<file path="src/rtl/int_ctrl_if.sv">
// int_ctrl_if: execute-stage exception inputs, CP0 mtc0/mfc0 port and the
// fetch redirect outputs of the interrupt/exception controller.
interface int_ctrl_if #(
  parameter int NUM_IRQ = 6
);
  logic [NUM_IRQ-1:0] irq;
  logic               ex_valid;
  logic [31:0]        ex_pc;
  logic               ex_syscall;
  logic               ex_eret;
  logic               cp0_we;
  logic [4:0]         cp0_addr;
  logic [31:0]        cp0_wdata;
  logic [31:0]        cp0_rdata;
  logic               int_flush;
  logic [31:0]        int_pc;
  logic               in_handler;

  modport master (
    output irq, ex_valid, ex_pc, ex_syscall, ex_eret, cp0_we, cp0_addr, cp0_wdata,
    input  cp0_rdata, int_flush, int_pc, in_handler
  );

  modport slave (
    input  irq, ex_valid, ex_pc, ex_syscall, ex_eret, cp0_we, cp0_addr, cp0_wdata,
    output cp0_rdata, int_flush, int_pc, in_handler
  );
endinterface

</file>
<file path="src/rtl/int_ctrl.sv">
// int_ctrl: interrupt/syscall/eret controller with CP0 Status/Cause/EPC and a one-cycle
// fetch redirect. Define INT_CTRL_IRQ_SYNC_EN to add a 2-flop irq synchroniser ahead of Cause.IP.
module int_ctrl #(
  parameter int          NUM_IRQ    = 6,
  parameter logic [31:0] EXC_VECTOR = 32'h0000_0180
) (
  input  logic       clk,
  input  logic       rst,
  int_ctrl_if.slave  bus
);

  localparam logic [4:0] CP0_STATUS = 5'd12;
  localparam logic [4:0] CP0_CAUSE  = 5'd13;
  localparam logic [4:0] CP0_EPC    = 5'd14;
  localparam logic [4:0] EXC_INT    = 5'd0;
  localparam logic [4:0] EXC_SYS    = 5'd8;

  typedef enum logic [1:0] {
    S_IDLE,
    S_FLUSH_EXC,
    S_HANDLER,
    S_FLUSH_RET
  } state_e;

  state_e              state_q, state_d;
  logic                ie_q, ie_d;
  logic                exl_q, exl_d;
  logic [NUM_IRQ-1:0]  im_q, im_d;
  logic [NUM_IRQ-1:0]  ip_q, ip_d;
  logic [4:0]          exc_code_q, exc_code_d;
  logic [31:0]         epc_q, epc_d;
  logic                flush_q, flush_d;
  logic [31:0]         int_pc_q, int_pc_d;

  logic [NUM_IRQ-1:0]  irq_s;
  logic                pending;
  logic                capture;

`ifdef INT_CTRL_IRQ_SYNC_EN
  logic [NUM_IRQ-1:0]  sync1_q, sync1_d;
  logic [NUM_IRQ-1:0]  sync2_q, sync2_d;

  always_comb begin
    sync1_d = bus.irq;
    sync2_d = sync1_q;
  end

  always_ff @(posedge clk or posedge rst) begin
    if (rst) begin
      sync1_q <= '0;
      sync2_q <= '0;
    end else begin
      sync1_q <= sync1_d;
      sync2_q <= sync2_d;
    end
  end

  assign irq_s = sync2_q;
`else
  assign irq_s = bus.irq;
`endif

  assign ip_d    = irq_s;
  assign pending = (|(ip_q & im_q)) & ie_q & ~exl_q;

  // Exception entry/return sequencing; EPC capture here takes priority over mtc0.
  always_comb begin
    // NOTE: every output of a combinational block gets a default first so no latch is inferred.
    state_d    = state_q;
    exl_d      = exl_q;
    exc_code_d = exc_code_q;
    epc_d      = epc_q;
    flush_d    = 1'b0;
    int_pc_d   = '0;
    capture    = 1'b0;

    unique case (state_q)
      S_IDLE: begin
        if (bus.ex_valid && pending) begin
          epc_d      = bus.ex_pc;
          exc_code_d = EXC_INT;
          exl_d      = 1'b1;
          flush_d    = 1'b1;
          int_pc_d   = EXC_VECTOR;
          capture    = 1'b1;
          state_d    = S_FLUSH_EXC;
        end else if (bus.ex_valid && bus.ex_syscall && !exl_q) begin
          epc_d      = bus.ex_pc + 32'd4;
          exc_code_d = EXC_SYS;
          exl_d      = 1'b1;
          flush_d    = 1'b1;
          int_pc_d   = EXC_VECTOR;
          capture    = 1'b1;
          state_d    = S_FLUSH_EXC;
        end else if (bus.ex_valid && bus.ex_eret) begin
          flush_d    = 1'b1;
          int_pc_d   = epc_q;
          state_d    = S_FLUSH_RET;
        end
      end
      S_FLUSH_EXC: begin
        state_d = S_HANDLER;
      end
      S_HANDLER: begin
        if (bus.ex_valid && bus.ex_eret) begin
          flush_d  = 1'b1;
          int_pc_d = epc_q;
          state_d  = S_FLUSH_RET;
        end
      end
      S_FLUSH_RET: begin
        exl_d   = 1'b0;
        state_d = S_IDLE;
      end
      default: begin
        state_d = S_IDLE;
      end
    endcase

    if (bus.cp0_we && (bus.cp0_addr == CP0_EPC) && !capture) begin
      epc_d = bus.cp0_wdata;
    end
  end

  // mtc0 reaches only IE and IM in Status; EXL belongs to the sequencer above.
  always_comb begin
    ie_d = ie_q;
    im_d = im_q;
    if (bus.cp0_we && (bus.cp0_addr == CP0_STATUS)) begin
      ie_d = bus.cp0_wdata[0];
      im_d = bus.cp0_wdata[8 +: NUM_IRQ];
    end
  end

  always_ff @(posedge clk or posedge rst) begin
    if (rst) begin
      state_q    <= S_IDLE;
      ie_q       <= 1'b0;
      exl_q      <= 1'b0;
      im_q       <= '0;
      ip_q       <= '0;
      exc_code_q <= '0;
      epc_q      <= '0;
      flush_q    <= 1'b0;
      int_pc_q   <= '0;
    end else begin
      // NOTE: sequential state uses non-blocking assignments so every flop samples pre-edge values.
      state_q    <= state_d;
      ie_q       <= ie_d;
      exl_q      <= exl_d;
      im_q       <= im_d;
      ip_q       <= ip_d;
      exc_code_q <= exc_code_d;
      epc_q      <= epc_d;
      flush_q    <= flush_d;
      int_pc_q   <= int_pc_d;
    end
  end

  always_comb begin
    bus.cp0_rdata = '0;
    unique case (bus.cp0_addr)
      CP0_STATUS: begin
        bus.cp0_rdata[0]            = ie_q;
        bus.cp0_rdata[1]            = exl_q;
        bus.cp0_rdata[8 +: NUM_IRQ] = im_q;
      end
      CP0_CAUSE: begin
        bus.cp0_rdata[6:2]          = exc_code_q;
        bus.cp0_rdata[8 +: NUM_IRQ] = ip_q;
      end
      CP0_EPC: begin
        bus.cp0_rdata = epc_q;
      end
      default: begin
        bus.cp0_rdata = '0;
      end
    endcase
  end

  assign bus.int_flush  = flush_q;
  assign bus.int_pc     = int_pc_q;
  assign bus.in_handler = exl_q;

endmodule
</file>
<file path="src/flat_wrapper.sv">
// flat-port wrapper written by rule: the top's interface ports become plain ports
module int_ctrl_flat 
#(
  parameter int          NUM_IRQ    = 6,
  parameter logic [31:0] EXC_VECTOR = 32'h0000_0180
)
  (clk, rst, bus_irq, bus_ex_valid, bus_ex_pc, bus_ex_syscall, bus_ex_eret, bus_cp0_we, bus_cp0_addr, bus_cp0_wdata, bus_cp0_rdata, bus_int_flush, bus_int_pc, bus_in_handler);
  int_ctrl_if #(.NUM_IRQ(NUM_IRQ)) bus_i ();
  input  logic clk;
  input  logic rst;
  input wire logic [$bits(bus_i.irq)-1:0] bus_irq;
  input wire logic [$bits(bus_i.ex_valid)-1:0] bus_ex_valid;
  input wire logic [$bits(bus_i.ex_pc)-1:0] bus_ex_pc;
  input wire logic [$bits(bus_i.ex_syscall)-1:0] bus_ex_syscall;
  input wire logic [$bits(bus_i.ex_eret)-1:0] bus_ex_eret;
  input wire logic [$bits(bus_i.cp0_we)-1:0] bus_cp0_we;
  input wire logic [$bits(bus_i.cp0_addr)-1:0] bus_cp0_addr;
  input wire logic [$bits(bus_i.cp0_wdata)-1:0] bus_cp0_wdata;
  output wire logic [$bits(bus_i.cp0_rdata)-1:0] bus_cp0_rdata;
  output wire logic [$bits(bus_i.int_flush)-1:0] bus_int_flush;
  output wire logic [$bits(bus_i.int_pc)-1:0] bus_int_pc;
  output wire logic [$bits(bus_i.in_handler)-1:0] bus_in_handler;
  assign bus_i.irq = bus_irq;
  assign bus_i.ex_valid = bus_ex_valid;
  assign bus_i.ex_pc = bus_ex_pc;
  assign bus_i.ex_syscall = bus_ex_syscall;
  assign bus_i.ex_eret = bus_ex_eret;
  assign bus_i.cp0_we = bus_cp0_we;
  assign bus_i.cp0_addr = bus_cp0_addr;
  assign bus_i.cp0_wdata = bus_cp0_wdata;
  assign bus_cp0_rdata = bus_i.cp0_rdata;
  assign bus_int_flush = bus_i.int_flush;
  assign bus_int_pc = bus_i.int_pc;
  assign bus_in_handler = bus_i.in_handler;
  int_ctrl #(.NUM_IRQ(NUM_IRQ), .EXC_VECTOR(EXC_VECTOR)) u_core (.clk(clk), .rst(rst), .bus(bus_i));
endmodule
</file>
<file path="config.mk">
export PLATFORM = sky130hd
export DESIGN_NAME = int_ctrl_flat
export DESIGN_NICKNAME = d
export VERILOG_FILES = /design/src/rtl/int_ctrl_if.sv /design/src/rtl/int_ctrl.sv /design/src/flat_wrapper.sv
export SDC_FILE = /design/constraint.sdc
export NUM_CORES = 1
export LEC_CHECK = 0
export ABC_AREA = 1
export CORE_UTILIZATION = 48
export CTS_BUF_LIST = sky130_fd_sc_hd__clkbuf_4 sky130_fd_sc_hd__clkbuf_8
export DETAILED_ROUTE_END_ITERATION = 6
export GPL_TIMING_DRIVEN = 1
export HOLD_SLACK_MARGIN = 0.1
export PLACE_DENSITY_LB_ADDON = 0.15
export SYNTH_ARGS = -nofsm -noshare
export SYNTH_HDL_FRONTEND = slang
export SYNTH_SLANG_ARGS = --single-unit
</file>
<file path="constraint.sdc">
create_clock -name clk -period 3.3 [get_ports clk]
set_input_delay 0.66 -clock clk [delete_from_list [all_inputs] [get_ports clk]]
set_output_delay 0.66 -clock clk [all_outputs]
set_load 0.01 [all_outputs]
</file>
==> insert_results.sql <==
INSERT INTO impl_metrics (metric_group, metric, value, unit) VALUES
('worst_hold_path', 'min-delay-path-class', 'flip-flop to flip-flop', ''),
('finish', 'seq_area', '2052', 'um^2'),
('synthesis', 'synth_flop_type', 'dfrtp_1', ''),
('sta', 'timing.setup.tns', '0', 'ps'),
('global_routing', 'number_of_global_route_vias_before_repair', '4237', ''),
('clock_tree', 'cts_resized', '0', ''),
('floorplanning', 'die_extent_in_y', '100.7', 'um'),
('synthesis', 'synth_top_area_cell', 'dfrtp_1', ''),
('routing', 'drc', '0', ''),
('worst_setup_path', 'critPathBufInv', '3', ''),
('synthesis', 'syn_area', '4677', 'um^2'),
('clock_tree', 'clock-sinks', '82', ''),
('clock_tree', 'holdBufCountCts', '0', ''),
('pwr', 'total_leakage_power', '0.003223', 'uW'),
('worst_setup_path', 'worst-endpoint-arrival', '2410', 'ps'),
('pwr', 'irDropWorstVdd', '0.0004163', 'V'),
('floorplanning', 'die-area', '10140', 'um^2'),
('worst_setup_path', 'timing.rr.start', 'u_core.im_q[4]$_DFFE_PP0P_', ''),
('sta', 'number_of_hold_violations_in_the_final_report', '0', ''),
('synthesis', 'synthDominantCellAreaShare', '43.87', '%'),
('routing', 'num_vias', '4650', ''),
('synthesis', 'post-synth-top-count-cell', 'nand2_1', ''),
('placed_design', 'detailed_place_hpwl', '9.887', 'mm'),
('finish', 'antennaDiodeCount', '0', ''),
('worst_setup_path', 'setup.reg_to_reg.worst_slack', '1060', 'ps'),
('finish', 'layout-drive-gt1-share', '6.574', '%'),
('worst_setup_path', 'worst_ep_required_time', '2640', 'ps'),
('sta', 'timing.final.setup_violations', '0', ''),
('sta', 'drv_slew', '0', ''),
('worst_setup_path', 'worstRegToRegCells', '11', ''),
('worst_setup_path', 'startpoint_type', 'input port', ''),
('worst_setup_path', 'crit_start', 'bus_cp0_addr[4]', ''),
('sta', 'worst-slew-pin-transition', '620.5', 'ps'),
('worst_setup_path', 'crit_type', 'input port to primary output', ''),
('finish', 'multiInputGateArea', '2067', 'um^2'),
('sta', 'worst_clock_skew', '9.166', 'ps'),
('routing', 'post_drt_wl_per_cell', '14.01', 'um'),
('sta', 'fin_crit', '3068', 'ps'),
('worst_setup_path', 'critPathSlowestCell', 'clkdlybuf4s50_1', ''),
('placed_design', 'gpl.final_weighted_congestion', '0.8645', ''),
('sta', 'worst_slew_margin_rel', '58.58', '%'),
('sta', 'maxClockFrequency', '0.3259', 'GHz'),
('run_status', 'run_status', 'finished clean', ''),
('routing', 'dr.first_iter.drc_count', '331', ''),
('global_routing', 'grt_max_degree', '47', ''),
('synthesis', 'synth_enable_flop_cells', '0', ''),
('pwr', 'p_per_area', '540.5', 'nW/um^2'),
('synthesis', 'warning_count_from_the_yosys_run', '0', ''),
('synthesis', 'synth.avg_cell_area', '7.218', 'um^2'),
('synthesis', 'syn_inst_count', '648', ''),
('sta', 'setup_repair_after_global_routing_missed_its_margin', 'false', ''),
('worst_hold_path', 'worstHoldStart', 'u_core.epc_q[20]$_DFFE_PP0P_', ''),
('clock_tree', 'clk-insertion-delay-late', '350', 'ps'),
('synthesis', 'yosys_cell_types', '38', ''),
('placed_design', 'placedCellCount', '904', ''),
('clock_tree', 'cts.htree.levels', '3', ''),
('floorplanning', 'effective_utilization_at_floorplan', '50.14', '%'),
('worst_setup_path', 'timing.critical_path.fanout_max', '32', ''),
('finish', 'layoutNonFillerInstCount', '920', ''),
('routing', 'ant_nets', '0', ''),
('clock_tree', 'cts_tree', 'yes', ''),
('finish', 'area.growth.synth_to_final', '37.77', '%'),
('routing', 'routed_wirelength', '12.89', 'mm'),
('clock_tree', 'cts_inserted_buffers', '9', ''),
('synthesis', 'synthesis.nets', '733', ''),
('finish', 'postLayoutCoreUtil', '69.08', '%'),
('worst_setup_path', 'critPathMaxStageDelay', '570', 'ps'),
('clock_tree', 'cts_setup_buffers', '0', ''),
('clock_tree', 'cts_buffer_depth', '2', ''),
('run', 'maxCapViolations', '0', ''),
('worst_hold_path', 'min_path_cells', '2', '');
-- cells in the final DEF, fill, tap and decap left out, types with 5 or more instances in the layout --
cell type,Yosys,layout
buf_4,4,5
clkbuf_8,0,9
clkdlybuf4s50_1,0,146
dfrtp_1,82,82
inv_1,102,101
inv_2,8,8
nand2_1,180,180
nand2_4,5,5
nand3_1,59,59
nand4_1,13,13
nor2_1,52,52
nor3_1,32,32
o211ai_1,5,5
o21ai_0,35,35
o21ai_1,12,11
-- layout make-up --
cell class | instances | area share (%)
multi-input combinational | 430 | 32.08
sequential | 82 | 31.84
timing repair buffer | 152 | 23.57
inverter | 111 | 6.505
tap | 129 | 2.505
clock buffer | 9 | 1.922
clock inverter | 7 | 1.573
-- stage by stage --
step	instance area (um^2)	hold WS, ps	power (uW)	worst slack [ps]
2_1_floorplan	4677	448.8	2190	531.6
3_3_place_gp	6218	465.5	2631	292.9
3_5_place_dp	6218	465.1	2673	211.7
4_1_cts	6444	487.3	3490	206.2
5_1_grt	6444	504.8	3726	120.5
6_report	6444	484.8	3483	231.7
-- routing by layer --
layer | part of all wire (%) | wire length [um] | GRT usage, % | vias up
li1 | - | - | - | 2310
met1 | 47 | 6060 | 39.07 | 2134
met2 | 45 | 5854 | 40.94 | 189
met3 | 6.0 | 768 | 2.913 | 17
met4 | 1.6 | 207 | 9.030 | 0
met5 | 0 | 0 | 0 | -
-- state kept, by name, indices dropped and copies added (netlist names) --
register	cells
u_core.bus.in_handler	1
u_core.exc_code_q	1
u_core.epc_q	32
u_core.bus.int_flush	1
u_core.ie_q	1
u_core.bus.int_pc	32
u_core.state_q	2
u_core.ip_q	6
u_core.im_q	6
-- kinds of logic after synthesis --
group           share of synthesized area [%]
simple gates                            34.70
buf+inv                                 12.15
flops                                   43.87
compound gates                          7.223
xor+xnor                               0.7492
fa+ha+maj                               1.070
mux                                    0.2408
-- worst max path at each step --
stage,endpoint,slack (ps),cells past startpoint
floorplan,u_core.bus.in_handler$_DFFE_PP0P_,530,1
detailed placement,bus_cp0_rdata[13],210,6
global route,bus_cp0_rdata[13],120,8
global placement,bus_cp0_rdata[10],290,8
finish,bus_cp0_rdata[5],230,6
CTS,bus_cp0_rdata[13],210,6
-- where the power goes --
group          leakage [uW]  internal [uW]  switching [uW]
logic               0.00205            479             766
registers           0.00106           1280             142
clock network      0.000112            434             384
total               0.00322           2190            1290
-- worst register-to-register path, delay by kind of cell, from the launching register on --
| family | cells | cell delay (ps) |
|---|---|---|
| buf+inv | 1 | 280 |
| flops | 1 | 420 |
| simple gates | 10 | 1470 |
Note: power is estimated with default switching activity, not from simulation.
